File: src/rtl/cr_axis_frame_tagger.sv
// cr_axis_frame_tagger: single register stage on an AXI-stream path.
// Frames are tracked per channel (tid). A trailer beat gets m_tlast when a CQE header was
// seen on its channel, and gets m_tstats when a stats header was seen on its channel.
// Data beats (tuser=3) leave with tuser=0. Each beat carries its 1-based index within the
// frame. A frame_done pulse reports every frame that completes on the m side. A watchdog
// flags a stretch with no m-side traffic.
//
// Ports:
//   clk, rst_n                    clock, synchronous active-low reset
//   s_t*                          upstream AXI-stream slave (tvalid/tready/tid/tdata/tstrb/tuser)
//   m_t*                          downstream AXI-stream master, plus tlast/tstats/tbeats tags
//   wdog_en/limit/clr, wdog_expired   no-traffic watchdog control and sticky flag
//   frame_done, frame_done_tid/beats  pulse, channel and beat count per completed frame
module cr_axis_frame_tagger #(
  parameter int unsigned DATA_W     = 64,
  parameter int unsigned USER_W     = 8,
  parameter int unsigned TID_W      = 2,
  parameter logic [7:0]  CQE_CODE   = 8'h09,
  parameter logic [7:0]  STATS_CODE = 8'h08,
  parameter int unsigned CNT_W      = 16,
  parameter int unsigned WDOG_W     = 16
) (
  input  logic                  clk,
  input  logic                  rst_n,
  input  logic                  s_tvalid,
  output logic                  s_tready,
  input  logic [TID_W-1:0]      s_tid,
  input  logic [DATA_W-1:0]     s_tdata,
  input  logic [DATA_W/8-1:0]   s_tstrb,
  input  logic [USER_W-1:0]     s_tuser,
  output logic                  m_tvalid,
  input  logic                  m_tready,
  output logic [TID_W-1:0]      m_tid,
  output logic [DATA_W-1:0]     m_tdata,
  output logic [DATA_W/8-1:0]   m_tstrb,
  output logic [USER_W-1:0]     m_tuser,
  output logic                  m_tlast,
  output logic                  m_tstats,
  output logic [CNT_W-1:0]      m_tbeats,
  input  logic                  wdog_en,
  input  logic [WDOG_W-1:0]     wdog_limit,
  input  logic                  wdog_clr,
  output logic                  wdog_expired,
  output logic                  frame_done,
  output logic [TID_W-1:0]      frame_done_tid,
  output logic [CNT_W-1:0]      frame_done_beats
);

  localparam int unsigned NumCh = 2 ** TID_W;

  // Output register stage
  logic                m_tvalid_q;
  logic [TID_W-1:0]    m_tid_q;
  logic [DATA_W-1:0]   m_tdata_q;
  logic [DATA_W/8-1:0] m_tstrb_q;
  logic [USER_W-1:0]   m_tuser_q;
  logic                m_tlast_q;
  logic                m_tstats_q;
  logic [CNT_W-1:0]    m_tbeats_q;

  // Per-channel framing state
  logic [NumCh-1:0]    cqe_q, cqe_d;
  logic [NumCh-1:0]    stats_q, stats_d;
  logic [CNT_W-1:0]    cnt_q [NumCh];
  logic [CNT_W-1:0]    cnt_d [NumCh];

  // Completion report and watchdog
  logic                fd_q;
  logic [TID_W-1:0]    fd_tid_q;
  logic [CNT_W-1:0]    fd_beats_q;
  logic [WDOG_W-1:0]   wcnt_q, wcnt_d;
  logic                wdog_q, wdog_d;

  logic                accept;
  logic                m_hs;
  logic                is_hdr, is_trl, is_data;
  logic                cur_cqe, cur_stats;
  logic [CNT_W-1:0]    cur_cnt, beats;
  logic                tag_last, tag_stats;
  logic [USER_W-1:0]   user_out;

  assign s_tready = !m_tvalid_q || m_tready;
  assign accept   = s_tvalid && s_tready;
  assign m_hs     = m_tvalid_q && m_tready;

  // Decode the incoming beat against its own channel's state
  always_comb begin
    is_hdr    = (s_tuser == USER_W'(1));
    is_trl    = (s_tuser == USER_W'(2));
    is_data   = (s_tuser == USER_W'(3));
    cur_cqe   = cqe_q[s_tid];
    cur_stats = stats_q[s_tid];
    cur_cnt   = cnt_q[s_tid];
    beats     = (&cur_cnt) ? cur_cnt : cur_cnt + CNT_W'(1);
    tag_last  = is_trl && cur_cqe;
    tag_stats = is_trl && cur_stats;
    user_out  = is_data ? '0 : s_tuser;
  end

  always_comb begin
    cqe_d   = cqe_q;
    stats_d = stats_q;
    cnt_d   = cnt_q;
    if (accept) begin
      if (is_hdr && (s_tdata[7:0] == CQE_CODE))   cqe_d[s_tid]   = 1'b1;
      if (is_hdr && (s_tdata[7:0] == STATS_CODE)) stats_d[s_tid] = 1'b1;
      if (is_trl) begin
        cqe_d[s_tid]   = 1'b0;
        stats_d[s_tid] = 1'b0;
      end
      // Only a tlast-tagged trailer closes the frame; untagged trailers keep counting.
      cnt_d[s_tid] = tag_last ? '0 : beats;
    end
  end

  always_comb begin
    wcnt_d = wcnt_q;
    if (m_hs || !wdog_en) begin
      wcnt_d = '0;
    end else if (!(&wcnt_q)) begin
      wcnt_d = wcnt_q + WDOG_W'(1);
    end
    wdog_d = wdog_q;
    // Compare the count including this cycle so expiry lands on the cycle the limit is hit.
    if (wdog_en && (wdog_limit != '0) && (wcnt_d >= wdog_limit)) wdog_d = 1'b1;
    if (wdog_clr) wdog_d = 1'b0;
  end

  always_ff @(posedge clk) begin
    if (!rst_n) begin
      m_tvalid_q <= 1'b0;
      m_tid_q    <= '0;
      m_tdata_q  <= '0;
      m_tstrb_q  <= '0;
      m_tuser_q  <= '0;
      m_tlast_q  <= 1'b0;
      m_tstats_q <= 1'b0;
      m_tbeats_q <= '0;
      cqe_q      <= '0;
      stats_q    <= '0;
      for (int i = 0; i < NumCh; i++) cnt_q[i] <= '0;
      fd_q       <= 1'b0;
      fd_tid_q   <= '0;
      fd_beats_q <= '0;
      wcnt_q     <= '0;
      wdog_q     <= 1'b0;
    end else begin
      if (accept) begin
        m_tvalid_q <= 1'b1;
        m_tid_q    <= s_tid;
        m_tdata_q  <= s_tdata;
        m_tstrb_q  <= s_tstrb;
        m_tuser_q  <= user_out;
        m_tlast_q  <= tag_last;
        m_tstats_q <= tag_stats;
        m_tbeats_q <= beats;
      end else if (m_tready) begin
        m_tvalid_q <= 1'b0;
      end
      cqe_q   <= cqe_d;
      stats_q <= stats_d;
      cnt_q   <= cnt_d;
      fd_q    <= m_hs && m_tlast_q;
      if (m_hs && m_tlast_q) begin
        fd_tid_q   <= m_tid_q;
        fd_beats_q <= m_tbeats_q;
      end
      wcnt_q <= wcnt_d;
      wdog_q <= wdog_d;
    end
  end

  assign m_tvalid         = m_tvalid_q;
  assign m_tid            = m_tid_q;
  assign m_tdata          = m_tdata_q;
  assign m_tstrb          = m_tstrb_q;
  assign m_tuser          = m_tuser_q;
  assign m_tlast          = m_tlast_q;
  assign m_tstats         = m_tstats_q;
  assign m_tbeats         = m_tbeats_q;
  assign wdog_expired     = wdog_q;
  assign frame_done       = fd_q;
  assign frame_done_tid   = fd_tid_q;
  assign frame_done_beats = fd_beats_q;

endmodule

File: config.mk
export PLATFORM = sky130hd
export DESIGN_NAME = cr_axis_frame_tagger
export DESIGN_NICKNAME = d
export VERILOG_FILES = /design/src/rtl/cr_axis_frame_tagger.sv
export SDC_FILE = /design/constraint.sdc
export NUM_CORES = 1
export LEC_CHECK = 0
export ABC_AREA = 1
export BUFFER_PORTS_ARGS = -buffer_cell sky130_fd_sc_hd__clkbuf_2
export CAP_MARGIN = 20
export CORE_MARGIN = 4
export CORE_UTILIZATION = 55
export CTS_BUF_LIST = sky130_fd_sc_hd__clkbuf_8
export DETAILED_ROUTE_END_ITERATION = 7
export PLACE_DENSITY = 0.82
export SLEW_MARGIN = 20
export SYNTH_ARGS = -nofsm -noshare
export SYNTH_HDL_FRONTEND = slang
export SYNTH_SLANG_ARGS = --single-unit
File: constraint.sdc
create_clock -name clk -period 3.4 [get_ports clk]
set_clock_uncertainty 0.15 [all_clocks]
set_input_delay 0.51 -clock clk [delete_from_list [all_inputs] [get_ports clk]]
set_output_delay 0.51 -clock clk [all_outputs]
set_load 0.01 [all_outputs]
==> results.md, run 1 <==
- Antenna cell count: 0
- Synth warn: 0
- Vias in the first global route: between 8000 and 9000
- GPL Wtd Cong: 0.9742
- First-pass GRT wire length: ~40 mm
- Ys flop type: dfxtp_1
- Finished Cell Area: ~11000 um2
- Die X: 137.3 um
- Critical path fanouts, max: 9
- Die Y: between 100 and 150 um
- Slew margin rel.: a little over a quarter
- CTS resizes: 0
- Synth cell types: 35
- R2R setup slack: 0.42 ns
- Initial Util: between 50% and 60%
- Synth area leaders: dfxtp_1, nor2_1, o21ai_0, nand2_1, a21oi_1
- RSZ-0062 raised after global routing: no
- Buffers and inverters on the worst path: 2
- Final hold vios: 0
- # DRC: 0
- Num rows: 47
- Maxcap violations: 0
- FF-to-FF Start: wcnt_q[0]
- CTS Hold Bufs: 0
- CTS clk-pin slew, worst paths: 0.06 ns
- Fraction of layout cells with a size suffix above 1: between 20 and 25%
- First DRT Iteration DRCs: 770
- Peak supply drop: approximately 0.28 mV
- Clk sink count: between 200 and 250
- Cell taking the most area after synthesis: dfxtp_1
- Number of iterations in the first detailed-routing pass: 6
- Max stage delay on crit path: 0.37 ns
- Cell Pwr Density: just under 500 nW/um2
- WS Path Type: flop to flop
- Pin count of the biggest net entering global routing: ~110
- # port buffers: between 200 and 250
- Remaining antenna violation count: 0
- Vias per std cell: about 5.3
- Crit path max-delay cell type: dfxtp_1
- Setup tns final: 0 ns
- Least-Margin Pin Slew: roughly 1.1 ns
- Global route overflow: 0
- Top cell type's share of synthesized area: 45.48%
- GR Util All Layers: around a quarter
- CP Cell Sequence: ha_1 > nand2_1 > nor2_2 > nand4_1 > nor2_1 > nand2_2 > inv_2 > nor2_1 > xor2_1 > nand2_1 > inv_1 > ha_1 > a21oi_1 > o21ai_0 > a21oi_1 > nand3_1 > a21oi_1 > nor2_1
- Syn Nets: 1420
- HPWL Detailed: around 17 mm
- Worst Hold Launch: s_tdata[47]
- Vias: 9323
- Antenna violations before repair: 0
- Worst-skew pair later-pin latency: about 0.52 ns
- Clock Tree Buf Depth: 3
- Required time of the critical path: between 3 and 4 ns
- Number of synthesized flops with an enable pin: 0
- CTS tree: yes
- Status: complete, no violations
- Tot Pwr: around 5.5 mW
- Post-CTS Setup Bufs: 0
- Final Max Slew Viols: 0
- Setup Viol. Count Final: 0
- DR WL/cell: 14.51 um
- Cell Area, Synth: slightly above 9000 um2
- Worst Setup SP: wcnt_q[0]
- Die ar.: around 19000 um2
- Most common cell after layout, fill and taps aside: nor2_1
- CP startpoint kind: flop
- Crit path time final: roughly 3 ns
- Max H-tree Level: 2
- CP Capture Type: flop
- I/O Pins: approximately 230
- LEAKAGE: 5.355 nW
- Hold Path Class: input port to flop
- Period utilization: between 80 and 90%
- Layout Nets: around 1600
- Post-DP Area: 10500 um2
- Crit path max-delay family: simple AND/OR/NAND/NOR gates
- Sequential-to-total area share from yosys stat: a little under half
- CTS Root Cell: clkbuf_8
- Cell count after synthesis: roughly 1300
- Core area: 16470 um2
- Ys async rst share: 0%
- Most frequent cells in the layout: nor2_1, clkbuf_2, dfxtp_1
- Final wirelength: around 25 mm
- Cts bufs inserted: 35
- Data arrival, critical path: around 3.2 ns
- Syn-to-layout area delta: 21.86%
- Syn avg cell area: a little over 7 um2
- Max Clock Freq: 335.9 MHz
- Synthesis-stage register bit count: between 200 and 250
[layer usage]
layer | up-vias | routed length, um | global-route usage [%]
li1 | 4669 | - | -
met1 | 4218 | 10770 | 33.16
met2 | 367 | 12020 | 43.02
met3 | 69 | 1905 | 4.821
met4 | 0 | 680 | 9.146
met5 | - | 0 | 0
[through the flow]
| step | setup slack (ns) | instances | hold slack [ns] | utilization [%] |
|---|---|---|---|---|
| global route | 0.006092 | 1749 | 0.09375 | 68.09 |
| floorplan | 0.6645 | 1298 | 0.2833 | - |
| global placement | 0.4093 | 1691 | 0.2812 | 63.79 |
| CTS | 0.2362 | 1749 | 0.07157 | 68.05 |
| detailed placement | 0.2341 | 1691 | 0.2875 | 63.79 |
| finish | 0.4227 | 1749 | 0.09038 | 68.09 |
[tightest hold or removal path, cell delays in order]
cell      delay, ns
clkbuf_2       0.07
o21ai_0        0.07
nor2_1         0.07
[cell families (layout without fill, tap and decap cells)]
family          count (synthesis)  count (layout)  share of synthesized area, %
simple gates                  583             583                         26.51
fa+ha+maj                      18              18                         2.448
xor+xnor                        9               9                        0.8568
compound gates                308             308                         17.33
buf+inv                       171             402                         7.385
flops                         209             209                         45.48
[final cells by class]
cell class	count	area (um2)
well taps	220	275.3
inverters	98	369.1
clock inverters	13	82.58
flip-flops and latches	209	4184
clock buffers	45	619.3
multi-input cells	918	4357
repair buffers	246	1324
fillers	1355	5255
[Yosys cell counts (5+ instances only)]
| library cell | instances |
|---|---|
| buf_2 | 6 |
| nand2_1 | 209 |
| nor2_2 | 5 |
| clkbuf_1 | 55 |
| a21oi_1 | 107 |
| dfxtp_1 | 209 |
| a21oi_2 | 8 |
| buf_1 | 6 |
| ha_1 | 18 |
| inv_1 | 92 |
| nand3_1 | 61 |
| xor2_1 | 7 |
| nand4_1 | 10 |
| nor3_1 | 20 |
| nor2_1 | 250 |
| nor4_1 | 11 |
| o21ai_0 | 185 |
[sequential cells by signal, summed over array words and instances, names as in the netlist, named ones only]
signal / count
stats_q: 1
m_tvalid: 1
m_tstats: 1
m_tbeats: 16
cqe_q: 3
frame_done_tid: 2
wdog_expired: 1
wcnt_q: 16
m_tlast: 1
m_tuser: 8
frame_done_beats: 16
m_tdata: 64
m_tstrb: 8
cnt_q: 64
frame_done: 1
m_tid: 2
[final timing paths]
| kind | to | depth (start not counted) |
|---|---|---|
| worst min-delay path | m_tdata[47] | 3 |
| worst max-delay path | wdog_expired | 18 |
| worst min register to register | frame_done_beats[11] | 2 |
| worst max register to register | wdog_expired | 18 |
[where the power goes]
| group | total (mW) | internal, mW | leakage [nW] | switching (mW) |
|---|---|---|---|---|
| Sequential | 2.66 | 2.59 | 1.72 | 0.0757 |
| Combinational | 0.669 | 0.245 | 3.25 | 0.424 |
| Clock | 2.22 | 1.26 | 0.391 | 0.962 |
Power figures use the tool's default switching activity.
==> inputs of run 2 (changes only) <==
- ABC_AREA: 1 -> unset
==> results.md, run 2 <==
- HPWL Detailed: 15.85 mm (was 17.34 mm)
- Period utilization: 91.31% (was 87.57%)
- Data arrival, critical path: 3.36 ns (was 3.23 ns)
- GR Util All Layers: 24.35% (was 25.68%)
- Num rows: 46 (was 47)
- Number of iterations in the first detailed-routing pass: 5 (was 6)
- Antenna violations before repair: 0 (unchanged)
- Worst Hold Launch: s_tdata[36] (was s_tdata[47])
- First-pass GRT wire length: 36.98 mm (was 40.00 mm)
- Initial Util: 56.29% (was 55.87%)
- Vias per std cell: 5.335 (was 5.330)
- # port buffers: 225 (unchanged)
- # DRC: 0 (unchanged)
- Die ar.: 18360 um2 (was 18860 um2)
- LEAKAGE: 4.817 nW (was 5.355 nW)
- Core area: 15890 um2 (was 16470 um2)
- Ys flop type: dfxtp_1 (unchanged)
- Synth cell types: 56 (was 35)
- Vias: 7907 (was 9323)
- # fillers: 1300 (was 1355)
- Layout Nets: 1365 (was 1630)
- Crit path max-delay cell type: dfxtp_1 (unchanged)
- Maxcap violations: 0 (unchanged)
- Number of synthesized flops with an enable pin: 0 (unchanged)
- Antenna cell count: 0 (unchanged)
- Setup Viol. Count Final: 0 (unchanged)
- Vias in the first global route: 7581 (was 8434)
- Synthesis-stage register bit count: 209 (unchanged)
- Most frequent cells in the layout: nand2_1, clkbuf_2, dfxtp_1 (was nor2_1, clkbuf_2, dfxtp_1)
- Top cell type's share of synthesized area: 46.80% (was 45.48%)
- Final wirelength: 22.67 mm (was 25.38 mm)
- Status: complete, no violations (unchanged)
- CP startpoint kind: flop (unchanged)
- Synth area leaders: dfxtp_1, nand2_1, a21boi_0, o21ai_0, mux4_1 (was dfxtp_1, nor2_1, o21ai_0, nand2_1, a21oi_1)
- Ys async rst share: 0% (unchanged)
- Max H-tree Level: 2 (unchanged)
- Die Y: 135.5 um (was 137.3 um)
- Cell taking the most area after synthesis: dfxtp_1 (unchanged)
- Setup tns final: 0 ns (unchanged)
- CTS clk-pin slew, worst paths: 0.07 ns (was 0.06 ns)
- Crit path time final: 3.105 ns (was 2.977 ns)
- FF-to-FF Start: wcnt_q[0] (unchanged)
- Syn Nets: 1147 (was 1420)
- Least-Margin Pin Slew: 0.8096 ns (was 1.097 ns)
- Top cells by count, synth: nand2_1, dfxtp_1, a21boi_0 (was nor2_1, dfxtp_1, nand2_1)
- First DRT Iteration DRCs: 550 (was 770)
- Worst-skew pair later-pin latency: 0.51 ns (was 0.52 ns)
- GPL Wtd Cong: 0.9633 (was 0.9742)
- Cell Area, Synth: 8941 um2 (was 9200 um2)
- Pin count of the biggest net entering global routing: 73 (was 106)
- WS Path Type: flop to flop (unchanged)
- Final Max Slew Viols: 0 (unchanged)
- Required time of the critical path: 3.65 ns (was 3.66 ns)
- CP Cell Sequence: ha_1 > nand4_1 > nor4_4 > nand4_1 > buf_4 > nand3_1 > nor2_1 > xnor2_1 > nor2_1 > ha_1 > a21o_1 > a21o_1 > a21oi_1 > o211ai_1 > a21oi_1 > nor4b_1 (was ha_1 > nand2_1 > nor2_2 > nand4_1 > nor2_1 > nand2_2 > inv_2 > nor2_1 > xor2_1 > nand2_1 > inv_1 > ha_1 > a21oi_1 > o21ai_0 > a21oi_1 > nand3_1 > a21oi_1 > nor2_1)
- RSZ-0062 raised after global routing: no (unchanged)
- Hold Path Class: input port to flop (unchanged)
- Clock Tree Buf Depth: 3 (unchanged)
- Global route overflow: 0 (unchanged)
- Sequential-to-total area share from yosys stat: 46.80% (was 45.48%)
- Final hold vios: 0 (unchanged)
- Max Clock Freq: 322.1 MHz (was 335.9 MHz)
- DR WL/cell: 15.30 um (was 14.51 um)
- Tot Pwr: 5.437 mW (was 5.548 mW)
- Remaining antenna violation count: 0 (unchanged)
- Cts bufs inserted: 35 (unchanged)
- Die X: 135.5 um (was 137.3 um)
- Slew margin rel.: 45.88% (was 26.87%)
- I/O Pins: 226 (unchanged)
- Worst Setup SP: wcnt_q[0] (unchanged)
- Max stage delay on crit path: 0.39 ns (was 0.37 ns)
- Cell Pwr Density: 493.8 nW/um2 (was 494.9 nW/um2)
- Clk sink count: 209 (unchanged)
- CTS tree: yes (unchanged)
- Fraction of layout cells with a size suffix above 1: 25.75% (was 21.78%)
- CP Capture Type: flop (unchanged)
- Synth warn: 0 (unchanged)
- Critical path fanouts, max: 12 (was 9)
- Syn-to-layout area delta: 23.16% (was 21.86%)
- CTS Root Cell: clkbuf_8 (unchanged)
- Most frequent cell after synthesis: nand2_1 (was nor2_1)
- Peak supply drop: 0.2993 mV (was 0.2781 mV)
- Most common cell after layout, fill and taps aside: nand2_1 (was nor2_1)
- Syn avg cell area: 8.723 um2 (was 7.088 um2)
- Cell count after synthesis: 1025 (was 1298)
[run 2: stage by stage]
| stage | setup slack (ns) | cell area (um2) | util [%] | instances | hold WS (ns) |
|---|---|---|---|---|---|
| global placement | 0.3095 | 10200 | 64.23 | 1420 | 0.2760 |
| finish | 0.2953 | 11010 | 69.32 | 1482 | 0.07188 |
| global route | 0.02269 | 11010 | 69.32 | 1482 | 0.06354 |
| detailed placement | 0.2053 | 10200 | 64.23 | 1420 | 0.2883 |
| CTS | 0.1666 | 10990 | 69.18 | 1481 | 0.05284 |
| floorplan | 0.2777 | 8941 | - | 1025 | 0.2666 |
[run 2: critical path, delay by kind of cell (launching register included)]
kind	cells	cell delay [ns]
AND/OR/NAND/NOR	7	0.78
AO/OA/AOI/OAI	5	0.74
adder cells (fa/ha/maj)	2	0.53
flip-flops	1	0.39
XOR/XNOR	1	0.21
buffers and inverters	1	0.20
[run 2: area by class of cell]
cell class	instances	area [um2]	share of cell area, %
flip-flops and latches	209	4184	38.00
multi-input cells	735	4431	40.23
clock buffers	41	564.3	5.124
well taps	216	270.3	2.454
inverters	19	71.32	0.6477
repair buffers	243	1279	11.61
clock inverters	19	212.7	1.932
[run 2: cells by family after synthesis]
logic type	Yosys count	synth area share (%)
buffers and inverters	81	3.932
muxes	26	5.835
xor gates and xnor gates	16	1.735
DFF	209	46.80
and+or+nand+nor	447	22.19
adders and majority gates	18	2.519
AOI/OAI and AO/OA	228	16.99
[run 2: path summary, 6_finish.rpt]
check                       to  cells past startpoint  slack, ns
setup / recovery  wdog_expired                     16       0.30
setup reg to reg  wdog_expired                     16       0.30
hold reg to reg      cnt_q[54]                      2       0.30
hold / removal     m_tdata[36]                      3       0.07
[run 2: where the power goes]
part	internal (mW)	switching [mW]	total, mW
Combinational	0.170	0.256	0.426
Clock	1.48	0.982	2.46
Sequential	2.52	0.0345	2.55
[run 2: what timing repair did]
item	4_1_cts	5_1_grt
endpoints found under the hold margin	1	0
gates resized for setup	0	2
setup buffers	0	1
hold buffers	1	0
endpoints found under the setup margin	0	1
[run 2: routing by layer]
metal	global-route usage [%]	wire length (um)	vias up
met2	41.18	10970	266
met3	4.272	1384	49
li1	-	-	3927
met4	7.559	469	0
met5	0	0	-
met1	31.95	9843	3665
